`src/rtl/fb_port_arbiter_if.sv`:
```
// Frame-buffer port arbiter bus bundle.
// Groups the camera write port, VGA timing/pixel port and the single-port RAM
// port of fb_port_arbiter. Clock and reset are not part of the bundle.
//   slave  : arbiter side (drives cam_full, mem_*, pix_data, overflow)
//   master : environment side (drives mode selects, VGA timing, camera, mem_rdata)
interface fb_port_arbiter_if #(
  parameter int unsigned AW = 19,
  parameter int unsigned DW = 12
) ();

  // Mode select and VGA timing
  logic          rez_160x120;
  logic          rez_320x240;
  logic          activeArea;
  logic          Vsync;

  // Camera write port
  logic          cam_we;
  logic [AW-1:0] cam_addr;
  logic [DW-1:0] cam_data;
  logic          cam_full;

  // Single-port RAM
  logic [AW-1:0] mem_addr;
  logic [DW-1:0] mem_wdata;
  logic          mem_we;
  logic [DW-1:0] mem_rdata;

  // Pixel output and status
  logic [DW-1:0] pix_data;
  logic          overflow;

  modport slave (
    input  rez_160x120, rez_320x240, activeArea, Vsync,
    input  cam_we, cam_addr, cam_data, mem_rdata,
    output cam_full, mem_addr, mem_wdata, mem_we, pix_data, overflow
  );

  modport master (
    output rez_160x120, rez_320x240, activeArea, Vsync,
    output cam_we, cam_addr, cam_data, mem_rdata,
    input  cam_full, mem_addr, mem_wdata, mem_we, pix_data, overflow
  );

endinterface

```
`src/rtl/fb_port_arbiter.sv`:
```
// Frame-buffer port arbiter.
// Shares one single-port synchronous RAM between the VGA reader (absolute
// priority while activeArea=1) and a camera writer buffered by a small FIFO
// that drains during blanking.
// Ports:
//   CLK25  : pixel clock, only clock of the block
//   Nreset : asynchronous active-low reset
//   bus    : fb_port_arbiter_if.slave (mode, VGA timing, camera, RAM, pixel out)
module fb_port_arbiter #(
  parameter int unsigned AW    = 19,
  parameter int unsigned DW    = 12,
  parameter int unsigned DEPTH = 4
) (
  input  logic              CLK25,
  input  logic              Nreset,
  fb_port_arbiter_if.slave  bus
);

  localparam int unsigned PW = (DEPTH > 1) ? $clog2(DEPTH) : 1;
  localparam int unsigned CW = $clog2(DEPTH + 1);

  localparam logic [AW-1:0] LAST_160 = AW'(19200 - 1);
  localparam logic [AW-1:0] LAST_320 = AW'(76800 - 1);
  localparam logic [AW-1:0] LAST_640 = AW'(307200 - 1);
  localparam logic [CW-1:0] FULL_CNT = CW'(DEPTH);

  typedef enum logic [1:0] {
    ST_IDLE  = 2'd0,
    ST_READ  = 2'd1,
    ST_WRITE = 2'd2
  } state_e;

  state_e        state_q, state_d;

  // FIFO storage and bookkeeping
  logic [AW-1:0] fifo_addr_q [DEPTH];
  logic [DW-1:0] fifo_data_q [DEPTH];
  logic [PW-1:0] wr_ptr_q, wr_ptr_d;
  logic [PW-1:0] rd_ptr_q, rd_ptr_d;
  logic [CW-1:0] count_q, count_d;

  logic [AW-1:0] rd_addr_q, rd_addr_d;
  logic          vsync_q;
  logic [AW-1:0] mem_addr_q, mem_addr_d;
  logic [DW-1:0] mem_wdata_q, mem_wdata_d;
  logic          mem_we_q, mem_we_d;
  logic          rvalid_q, rvalid_d;
  logic [DW-1:0] pix_data_q, pix_data_d;
  logic          cam_full_q, cam_full_d;
  logic          overflow_q, overflow_d;

  logic          fifo_empty;
  logic          fifo_full;
  logic          push;
  logic          pop;
  logic          drop;
  logic          vsync_fall;
  logic [AW-1:0] frame_last;

  // Status decode from current registered state
  always_comb begin
    fifo_empty = (count_q == '0);
    fifo_full  = (count_q == FULL_CNT);
    push       = bus.cam_we & ~fifo_full;
    drop       = bus.cam_we & fifo_full;
    vsync_fall = vsync_q & ~bus.Vsync;
    if (bus.rez_160x120) begin
      frame_last = LAST_160;
    end else if (bus.rez_320x240) begin
      frame_last = LAST_320;
    end else begin
      frame_last = LAST_640;
    end
  end

  // Grant decision, RAM port drive, read address and FIFO next state
  always_comb begin
    state_d     = ST_IDLE;
    mem_addr_d  = mem_addr_q;
    mem_wdata_d = mem_wdata_q;
    mem_we_d    = 1'b0;
    rd_addr_d   = rd_addr_q;
    pop         = 1'b0;
    wr_ptr_d    = wr_ptr_q;
    rd_ptr_d    = rd_ptr_q;
    count_d     = count_q;

    if (bus.activeArea) begin
      state_d = ST_READ;
    end else if (!fifo_empty) begin
      state_d = ST_WRITE;
    end

    case (state_d)
      ST_READ: begin
        mem_addr_d = rd_addr_q;
        // >= so a mid-frame switch to a smaller mode still wraps
        rd_addr_d  = (rd_addr_q >= frame_last) ? '0 : rd_addr_q + AW'(1);
      end
      ST_WRITE: begin
        pop         = 1'b1;
        mem_addr_d  = fifo_addr_q[rd_ptr_q];
        mem_wdata_d = fifo_data_q[rd_ptr_q];
        mem_we_d    = 1'b1;
      end
      default: ;
    endcase

    // Frame start wins over any increment this cycle
    if (vsync_fall) begin
      rd_addr_d = '0;
    end

    if (push) begin
      wr_ptr_d = wr_ptr_q + PW'(1);
    end
    if (pop) begin
      rd_ptr_d = rd_ptr_q + PW'(1);
    end
    case ({push, pop})
      2'b10:   count_d = count_q + CW'(1);
      2'b01:   count_d = count_q - CW'(1);
      default: count_d = count_q;
    endcase
  end

  // Pixel pipeline: rvalid marks that mem_addr currently carries a read,
  // so mem_rdata one cycle later belongs to a READ slot.
  always_comb begin
    rvalid_d   = (state_q == ST_READ);
    pix_data_d = rvalid_q ? bus.mem_rdata : '0;
    cam_full_d = (count_d == FULL_CNT);
    overflow_d = overflow_q | drop;
  end

  // State and control registers
  always_ff @(posedge CLK25 or negedge Nreset) begin
    if (!Nreset) begin
      state_q     <= ST_IDLE;
      wr_ptr_q    <= '0;
      rd_ptr_q    <= '0;
      count_q     <= '0;
      rd_addr_q   <= '0;
      vsync_q     <= 1'b1;
      mem_addr_q  <= '0;
      mem_wdata_q <= '0;
      mem_we_q    <= 1'b0;
      rvalid_q    <= 1'b0;
      pix_data_q  <= '0;
      cam_full_q  <= 1'b0;
      overflow_q  <= 1'b0;
    end else begin
      state_q     <= state_d;
      wr_ptr_q    <= wr_ptr_d;
      rd_ptr_q    <= rd_ptr_d;
      count_q     <= count_d;
      rd_addr_q   <= rd_addr_d;
      vsync_q     <= bus.Vsync;
      mem_addr_q  <= mem_addr_d;
      mem_wdata_q <= mem_wdata_d;
      mem_we_q    <= mem_we_d;
      rvalid_q    <= rvalid_d;
      pix_data_q  <= pix_data_d;
      cam_full_q  <= cam_full_d;
      overflow_q  <= overflow_d;
    end
  end

  // FIFO storage; contents are don't-care while count is zero
  always_ff @(posedge CLK25) begin
    if (push) begin
      fifo_addr_q[wr_ptr_q] <= bus.cam_addr;
      fifo_data_q[wr_ptr_q] <= bus.cam_data;
    end
  end

  assign bus.mem_addr  = mem_addr_q;
  assign bus.mem_wdata = mem_wdata_q;
  assign bus.mem_we    = mem_we_q;
  assign bus.pix_data  = pix_data_q;
  assign bus.cam_full  = cam_full_q;
  assign bus.overflow  = overflow_q;

endmodule

```
`src/flat_wrapper.sv`:
```
// flat-port wrapper written by rule: the top's interface ports become plain ports
module fb_port_arbiter_flat 
#(
  parameter int unsigned AW    = 19,
  parameter int unsigned DW    = 12,
  parameter int unsigned DEPTH = 4
)
  (CLK25, Nreset, bus_rez_160x120, bus_rez_320x240, bus_activeArea, bus_Vsync, bus_cam_we, bus_cam_addr, bus_cam_data, bus_mem_rdata, bus_cam_full, bus_mem_addr, bus_mem_wdata, bus_mem_we, bus_pix_data, bus_overflow);
  fb_port_arbiter_if #(.AW(AW), .DW(DW)) bus_i ();
  input  logic CLK25;
  input  logic Nreset;
  input wire logic [$bits(bus_i.rez_160x120)-1:0] bus_rez_160x120;
  input wire logic [$bits(bus_i.rez_320x240)-1:0] bus_rez_320x240;
  input wire logic [$bits(bus_i.activeArea)-1:0] bus_activeArea;
  input wire logic [$bits(bus_i.Vsync)-1:0] bus_Vsync;
  input wire logic [$bits(bus_i.cam_we)-1:0] bus_cam_we;
  input wire logic [$bits(bus_i.cam_addr)-1:0] bus_cam_addr;
  input wire logic [$bits(bus_i.cam_data)-1:0] bus_cam_data;
  input wire logic [$bits(bus_i.mem_rdata)-1:0] bus_mem_rdata;
  output wire logic [$bits(bus_i.cam_full)-1:0] bus_cam_full;
  output wire logic [$bits(bus_i.mem_addr)-1:0] bus_mem_addr;
  output wire logic [$bits(bus_i.mem_wdata)-1:0] bus_mem_wdata;
  output wire logic [$bits(bus_i.mem_we)-1:0] bus_mem_we;
  output wire logic [$bits(bus_i.pix_data)-1:0] bus_pix_data;
  output wire logic [$bits(bus_i.overflow)-1:0] bus_overflow;
  assign bus_i.rez_160x120 = bus_rez_160x120;
  assign bus_i.rez_320x240 = bus_rez_320x240;
  assign bus_i.activeArea = bus_activeArea;
  assign bus_i.Vsync = bus_Vsync;
  assign bus_i.cam_we = bus_cam_we;
  assign bus_i.cam_addr = bus_cam_addr;
  assign bus_i.cam_data = bus_cam_data;
  assign bus_i.mem_rdata = bus_mem_rdata;
  assign bus_cam_full = bus_i.cam_full;
  assign bus_mem_addr = bus_i.mem_addr;
  assign bus_mem_wdata = bus_i.mem_wdata;
  assign bus_mem_we = bus_i.mem_we;
  assign bus_pix_data = bus_i.pix_data;
  assign bus_overflow = bus_i.overflow;
  fb_port_arbiter #(.AW(AW), .DW(DW), .DEPTH(DEPTH)) u_core (.CLK25(CLK25), .Nreset(Nreset), .bus(bus_i));
endmodule
```
`config.mk`:
```
export PLATFORM = sky130hd
export DESIGN_NAME = fb_port_arbiter_flat
export DESIGN_NICKNAME = d
export VERILOG_FILES = /design/src/rtl/fb_port_arbiter_if.sv /design/src/rtl/fb_port_arbiter.sv /design/src/flat_wrapper.sv
export SDC_FILE = /design/constraint.sdc
export NUM_CORES = 1
export LEC_CHECK = 0
export ABC_AREA = 1
export CORE_ASPECT_RATIO = 0.75
export CORE_MARGIN = 10
export CORE_UTILIZATION = 50
export CTS_CLUSTER_SIZE = 28
export DETAILED_ROUTE_END_ITERATION = 12
export GPL_TIMING_DRIVEN = 0
export PLACE_DENSITY = 0.72
export SLEW_MARGIN = 20
export SYNTH_ARGS = -nofsm -noshare
export SYNTH_HDL_FRONTEND = slang
export SYNTH_SLANG_ARGS = --single-unit
```
`constraint.sdc`:
```
create_clock -name CLK25 -period 4.1 [get_ports CLK25]
set_input_delay 0.41 -clock CLK25 [delete_from_list [all_inputs] [get_ports CLK25]]
set_output_delay 0.41 -clock CLK25 [all_outputs]
set_load 0.02 [all_outputs]
```
==> impl_metrics.csv, run 1 <==
group,metric,value,unit
status,status,"completed",
setup_path,r2r_end,"u_core.bus.cam_full",
setup_path,reg2reg_slack,1200,ps
timing,setup_slack,1180,ps
die,dieArea,0.0224,sq mm
pwr,p_int,0.00424,W
timing,max_freq,343,MHz
pwr,pwr-share-comb,0.335,
worst_hold_path,holdPathEnd,"u_core.vsync_q",
pwr,sw_frac_of_total,0.364,
worst_hold_path,whs_path_depth,1,
global_route,gr-total-overflow,0,
pwr,clkPwrFrac,0.239,
finish,nets,953,
pwr,seqPwrFrac,0.426,
yosys,synth-seq-cells,200,
finish,drive_gt1_frac,0.106,
detailed_routing,drt_iter0_markers,587,
pwr,power_density,646,mW/mm^2
die,initial_utilization,0.517,
pwr,p_switching,0.00243,W
global_route,first_global_vias,5848,
yosys,yosysMostFrequentCell,"nand2_1",
placement,io_buffers,95,
detailed_routing,drc,0,
global_route,grt_first_pass_wirelength,33000,um
detailed_routing,vias_per_cell,5.38,
yosys,synth_cell_type_count,38,
yosys,synth.area.top_cells,"edfxtp_1 44%, dfrtp_1 22%, nand2_1 6.1%, nor2_1 4.8%, o21ai_0 3.5%",
pwr,power,0.00668,W
timing,report.final.hold_viol_count,0,
setup_path,critical_path_arrival,3240,ps
placement,dp_hpwl,14700,um
worst_hold_path,hold_path_class,"primary input to flop",
die,dieWidth,170,um
setup_path,r2r_cells,10,
pwr,power.leakage,4.06,nW
cts,clockBufferDepth,2,
yosys,synthesis.area,0.00840,sq mm
yosys,synth_area_leader_cell,"edfxtp_1",
die,fp.coreArea,0.0163,sq mm
setup_path,r2r-start,"u_core.count_q[2]",
global_route,antenna_found_initial,0,
cts,cts-buffers-inserted,17,
die,row_count,40,
setup_path,endpoint_kind,"flop",
timing,hold_ws,396,ps
timing,worst_slew_pin_slew,642,ps
detailed_routing,dr.pass1.iters,7,
yosys,synth_edf_count,124,
timing,final-setup-viol-count,0,
cts,clock_sinks,200,
flow_run,cap_violations,0,
placement,dpl_worst_slack,847,ps
detailed_routing,wl_per_cell,18.9,um
detailed_routing,antenna_left,0,
yosys,synth-seq-area-share,0.670,
cts,root_buffer,"clkbuf_16",
yosys,synth_async_sr_flop_share,0.380,
timing,fin_crit_sh,0.712,
setup_path,crit_fanout,11,
timing,slew_viol_final,0,
global_route,grt_usage,0.190,
yosys,synth_commonest_cells,"136 x nand2_1, 124 x edfxtp_1, 108 x nor2_1",
setup_path,crit_required,4430,ps
pwr,ir_drop,0.325,mV
detailed_routing,route.vias.total,5982,
cts,h-tree-depth,4,
setup_path,start_kind,"primary input",
worst_hold_path,hp-start,"bus_Vsync",
die,die_h,132,um
cts,postCtsSetupBuffers,0,
global_route,grt_max_degree,46,
yosys,ys_warn_count,0,
timing,finalCriticalPeriod,2920,ps
yosys,syn-num-nets,833,
yosys,yosysTopAreaCellShare,0.443,
yosys,synthCells,769,
cts,path_clk_slew,70,ps
timing,fin_skew,7.70,ps
timing,rsz0062_at_grt,"no",
yosys,synth.avg_cell_area,10.9,sq um
timing,slew_headroom,0.572,
placement,gp_congestion,0.969,
yosys,ys.flop_type,"edfxtp_1",
finish,diodes,0,
cts,clock_latency,440,ps
cts,cts_tree,"yes",
die,ioPinCount,96,
finish,area_delta_synth_final,23.1,%
detailed_routing,wl,21000,um
setup_path,critPathKind,"primary input to flop",
## stage by stage
stage	TNS [ps]	cell area (sq um)	std cells	util
floorplan	0	8400	769	-
global placement	-18460	9620	1074	0.591
detailed placement	0	9770	1079	0.601
CTS	0	10300	1112	0.636
global route	0	10300	1112	0.636
finish	0	10300	1112	0.636
## cells in the final DEF, fill, tap and decap left out, drive strengths merged
| master | Yosys | layout |
|---|---|---|
| nand2 | 142 | 142 |
| edfxtp | 124 | 124 |
| nor2 | 116 | 116 |
| clkdlybuf4s50 | 0 | 94 |
| dfrtp | 75 | 75 |
| inv | 65 | 73 |
| o21ai | 59 | 59 |
| nand3 | 55 | 55 |
| a21oi | 31 | 31 |
| clkbuf | 14 | 31 |
| buf | 17 | 23 |
| ha | 13 | 13 |
| a31oi | 12 | 12 |
| xor2 | 11 | 11 |
| o211ai | 10 | 10 |
| o22ai | 8 | 8 |
| nand4 | 4 | 4 |
| nor3 | 4 | 4 |
| clkinvlp | 0 | 4 |
| clkinv | 0 | 3 |
| xnor2 | 2 | 2 |
| or2 | 1 | 1 |
| nor3b | 1 | 1 |
| a31o | 1 | 1 |
| o21bai | 1 | 1 |
| and2 | 1 | 1 |
| fa | 1 | 1 |
| dlygate4sd3 | 0 | 1 |
| dfstp | 1 | 1 |
## flip-flops by register name, summed over array words and instances, names as in the netlist
signal	count
u_core.fifo_data_q	48
u_core.bus.overflow	1
u_core.rd_addr_q	19
u_core.count_q	3
u_core.wr_ptr_q	2
u_core.bus.mem_wdata	12
u_core.bus.pix_data	12
u_core.vsync_q	1
u_core.rvalid_q	1
u_core.bus.mem_addr	19
u_core.bus.cam_full	1
u_core.state_q	2
u_core.fifo_addr_q	76
u_core.bus.mem_we	1
u_core.rd_ptr_q	2
## power groups by stage
stage	logic, W	registers (W)	clock network [W]
floorplan	0.00103	0.00304	0
finish	0.00224	0.00284	0.00160
global route	0.00243	0.00289	0.00171
CTS	0.00224	0.00284	0.00161
detailed placement	0.00222	0.00288	0
global placement	0.00206	0.00289	0
## routing by layer
metal	track usage	vias to the layer above	wire, um
met1	0.276	2836	9740
li1	-	2845	-
met4	0.0598	0	346
met5	0	-	0
met3	0.0524	29	1830
met2	0.269	272	9070
## final cells by class
cell class / instances / area, sq um
Fill cell: 1222 / 5920
Timing Repair Buffer: 101 / 1090
Inverter: 65 / 244
Clock inverter: 15 / 131
Clock buffer: 17 / 425
Multi-Input combinational cell: 473 / 2410
Sequential cell: 200 / 5630
Tap cell: 210 / 263
Buffer: 31 / 149
## how the worst max path moves through the flow
stage                       from                        to  slack [ps]  cells after the start
3_3_place_gp              Nreset    u_core.bus.mem_addr[4]        -260                      1
6_report          bus_activeArea       u_core.bus.cam_full        1180                     10
3_5_place_dp      bus_activeArea       u_core.bus.cam_full         850                     10
4_1_cts        u_core.count_q[2]       u_core.bus.cam_full        1200                     10
5_1_grt        u_core.count_q[2]       u_core.bus.cam_full        1040                     10
2_1_floorplan  u_core.count_q[0]  u_core.fifo_addr_q[0][0]        1680                      4
## what timing repair did
| item | CTS | global route |
|---|---|---|
| setup endpoints to repair | 0 | 0 |
| endpoints found under the hold margin | 31 | 0 |
| resized for setup | 0 | 0 |
| hold buffers | 1 | 0 |
## critical path, cell delays in order
cell	delay, ps
clkdlybuf4s50_1	550
a21oi_4	410
buf_2	390
ha_1	210
inv_1	80
fa_1	420
a21oi_1	160
o21ai_0	110
xor2_1	200
nor3b_1	290
## logic make-up after synthesis
kind of cell,after synthesis,share of synthesized area
AO/OA/AOI/OAI,122,0.0852
XOR/XNOR,13,0.0135
adder cells (fa/ha/maj),14,0.0217
buffers and inverters,96,0.0468
flip-flops,200,0.670
AND/OR/NAND/NOR,324,0.163
(Power assumes the default switching activity.)
==> inputs of run 2 (changes only) <==
- PLACE_DENSITY: 0.72 -> 0.75
- clock period: 4.1 -> 2.5 ns (I/O delays scaled with it)
==> run 2 against run 1 <==
Effect of this change: non-clock buffer count increased by 1; critical endpoint unchanged; combinational power increased by 63%; die area unchanged; total power increased by 66%; clock power increased by 72%.
==> impl_metrics.csv, run 2 (synthesis results as in run 1) <==
group,metric,value,unit
global_route,top_usage_layer,"met1",
die,dieWidth,170,um
timing,report.final.hold_viol_count,0,
finish,largest_reg_flops,76,
pwr,power.leakage,4.08,nW
detailed_routing,vias_per_cell,5.41,
placement,io_buffers,95,
finish,diodes,0,
cts,cts_tree,"yes",
global_route,grt_first_pass_wirelength,32200,um
setup_path,endpoint_kind,"flop",
cts,clock_sinks,200,
global_route,grt_usage,0.184,
placement,dp_cells,1079,
placement,dp_hpwl,14100,um
finish,drive_gt1_frac,0.111,
global_route,grt_use_met1,0.266,
global_route,first_global_vias,5808,
finish,area_delta_synth_final,23.8,%
setup_path,critPathBufInv,1,
finish,top_register,"u_core.fifo_addr_q",
cts,path_clk_slew,70,ps
finish,nets,954,
pwr,power_density,1060,mW/mm^2
finish,nFillCells,1241,
cts,h-tree-depth,4,
detailed_routing,wl,20400,um
detailed_routing,route.vias.total,6025,
global_route,grt_max_degree,42,
setup_path,critical-path-max-stage-delay,430,ps
timing,max_freq,445,MHz
setup_path,slowest_stage,"dfrtp_1",
worst_hold_path,hold_path_class,"primary input to flop",
setup_path,crit_fanout,8,
timing,fin_crit_sh,0.898,
setup_path,critical_path.top_delay_family,"simple AND/OR/NAND/NOR gates",
detailed_routing,drc,0,
finish,final_common_cell,"nand2_1",
cts,clockBufferDepth,2,
finish,final_util,0.639,
setup_path,critPathKind,"flop to flop",
timing,worst_slew_pin_slew,678,ps
timing,slew_headroom,0.547,
status,status,"completed",
finish,layoutNonFillerInstCount,1113,
detailed_routing,dr.pass1.iters,5,
die,fp.coreArea,0.0163,sq mm
timing,slew_viol_final,0,
timing,final-setup-viol-count,0,
cts,clock_latency,440,ps
die,dieArea,0.0224,sq mm
detailed_routing,antenna_left,0,
placement,gp_congestion,0.946,
pwr,ir_drop,0.519,mV
die,initial_utilization,0.517,
die,row_count,40,
global_route,gr-usage-met3,0.0533,
die,ioPinCount,96,
setup_path,crit_required,2850,ps
finish,layout_common_cells,"135 x nand2_1, 124 x edfxtp_1, 104 x nor2_1",
setup_path,start_kind,"flop",
timing,fin_skew,9.12,ps
global_route,gr-total-overflow,0,
setup_path,path_cells,"nor2_4 > nand2_1 > nand2_4 > ha_1 > inv_1 > fa_1 > a21oi_1 > o21ai_0 > xor2_1 > nor3b_2",
setup_path,critical_path_arrival,2600,ps
detailed_routing,drt_iter0_markers,550,
finish,reg_top3,"u_core.fifo_addr_q: 76 flops, u_core.fifo_data_q: 48 flops",
die,die_h,132,um
flow_run,cap_violations,0,
cts,cts-buffers-inserted,17,
cts,root_buffer,"clkbuf_16",
global_route,use_met2,0.263,
detailed_routing,wl_per_cell,18.3,um
global_route,antenna_found_initial,0,
timing,finalCriticalPeriod,2250,ps
-- run 2: routing by layer --
metal	routed length (um)	up-vias
met5	0	-
met4	237	0
met3	1940	21
met2	8800	267
met1	9420	2888
li1	-	2849
-- run 2: where the power goes --
group | switching, W | internal [W] | total [W]
combinational | 0.00231 | 0.00135 | 0.00365
clock | 0.00125 | 0.00150 | 0.00276
sequential | 0.000331 | 0.00432 | 0.00465
total | 0.00389 | 0.00716 | 0.0111
-- run 2: stage by stage --
| step | hold WS (ps) | total power, W | setup slack (ps) | setup TNS (ps) | cell area [sq um] |
|---|---|---|---|---|---|
| 2_1_floorplan | -45.6 | 0.00667 | 84.2 | 0 | 8400 |
| 3_3_place_gp | 380 | 0.00809 | -1650 | -267790 | 9620 |
| 3_5_place_dp | 258 | 0.00831 | -509 | -998 | 9770 |
| 4_1_cts | 243 | 0.0111 | 51.8 | 0 | 10400 |
| 5_1_grt | 265 | 0.0117 | -15.5 | -15.5 | 10400 |
| 6_report | 259 | 0.0111 | 254 | 0 | 10400 |
-- run 2: worst paths after layout --
kind,startpoint,to,slack [ps],cells after the start
worst max-delay path,u_core.count_q[1],u_core.bus.cam_full,250,10
worst min-delay path,bus_Vsync,u_core.vsync_q,260,1
worst max register to register,u_core.count_q[1],u_core.bus.cam_full,250,10
worst min register to register,u_core.state_q[1],u_core.rvalid_q,390,1
max in group asynchronous,Nreset,u_core.vsync_q,1490,3
min in group asynchronous,Nreset,u_core.bus.mem_wdata[3],340,2
-- run 2: layout make-up --
class / count / area [sq um] / share of cell area
Buffer: 31 / 155 / 0.0149
Sequential cell: 200 / 5630 / 0.541
Clock buffer: 18 / 429 / 0.0413
Multi-Input combinational cell: 473 / 2430 / 0.234
Inverter: 65 / 244 / 0.0235
Timing Repair Buffer: 102 / 1090 / 0.105
Tap cell: 210 / 263 / 0.0253
Clock inverter: 14 / 163 / 0.0156
-- run 2: timing repair --
item                                   in CTS  in global routing
setup endpoints to repair                   1                  1
setup buffers                               1                  0
pin swaps                                   1                  0
endpoints found under the hold margin      35                  0
cloned                                      0                  0
gates resized for setup                     2                  5
hold buffers                                1                  0
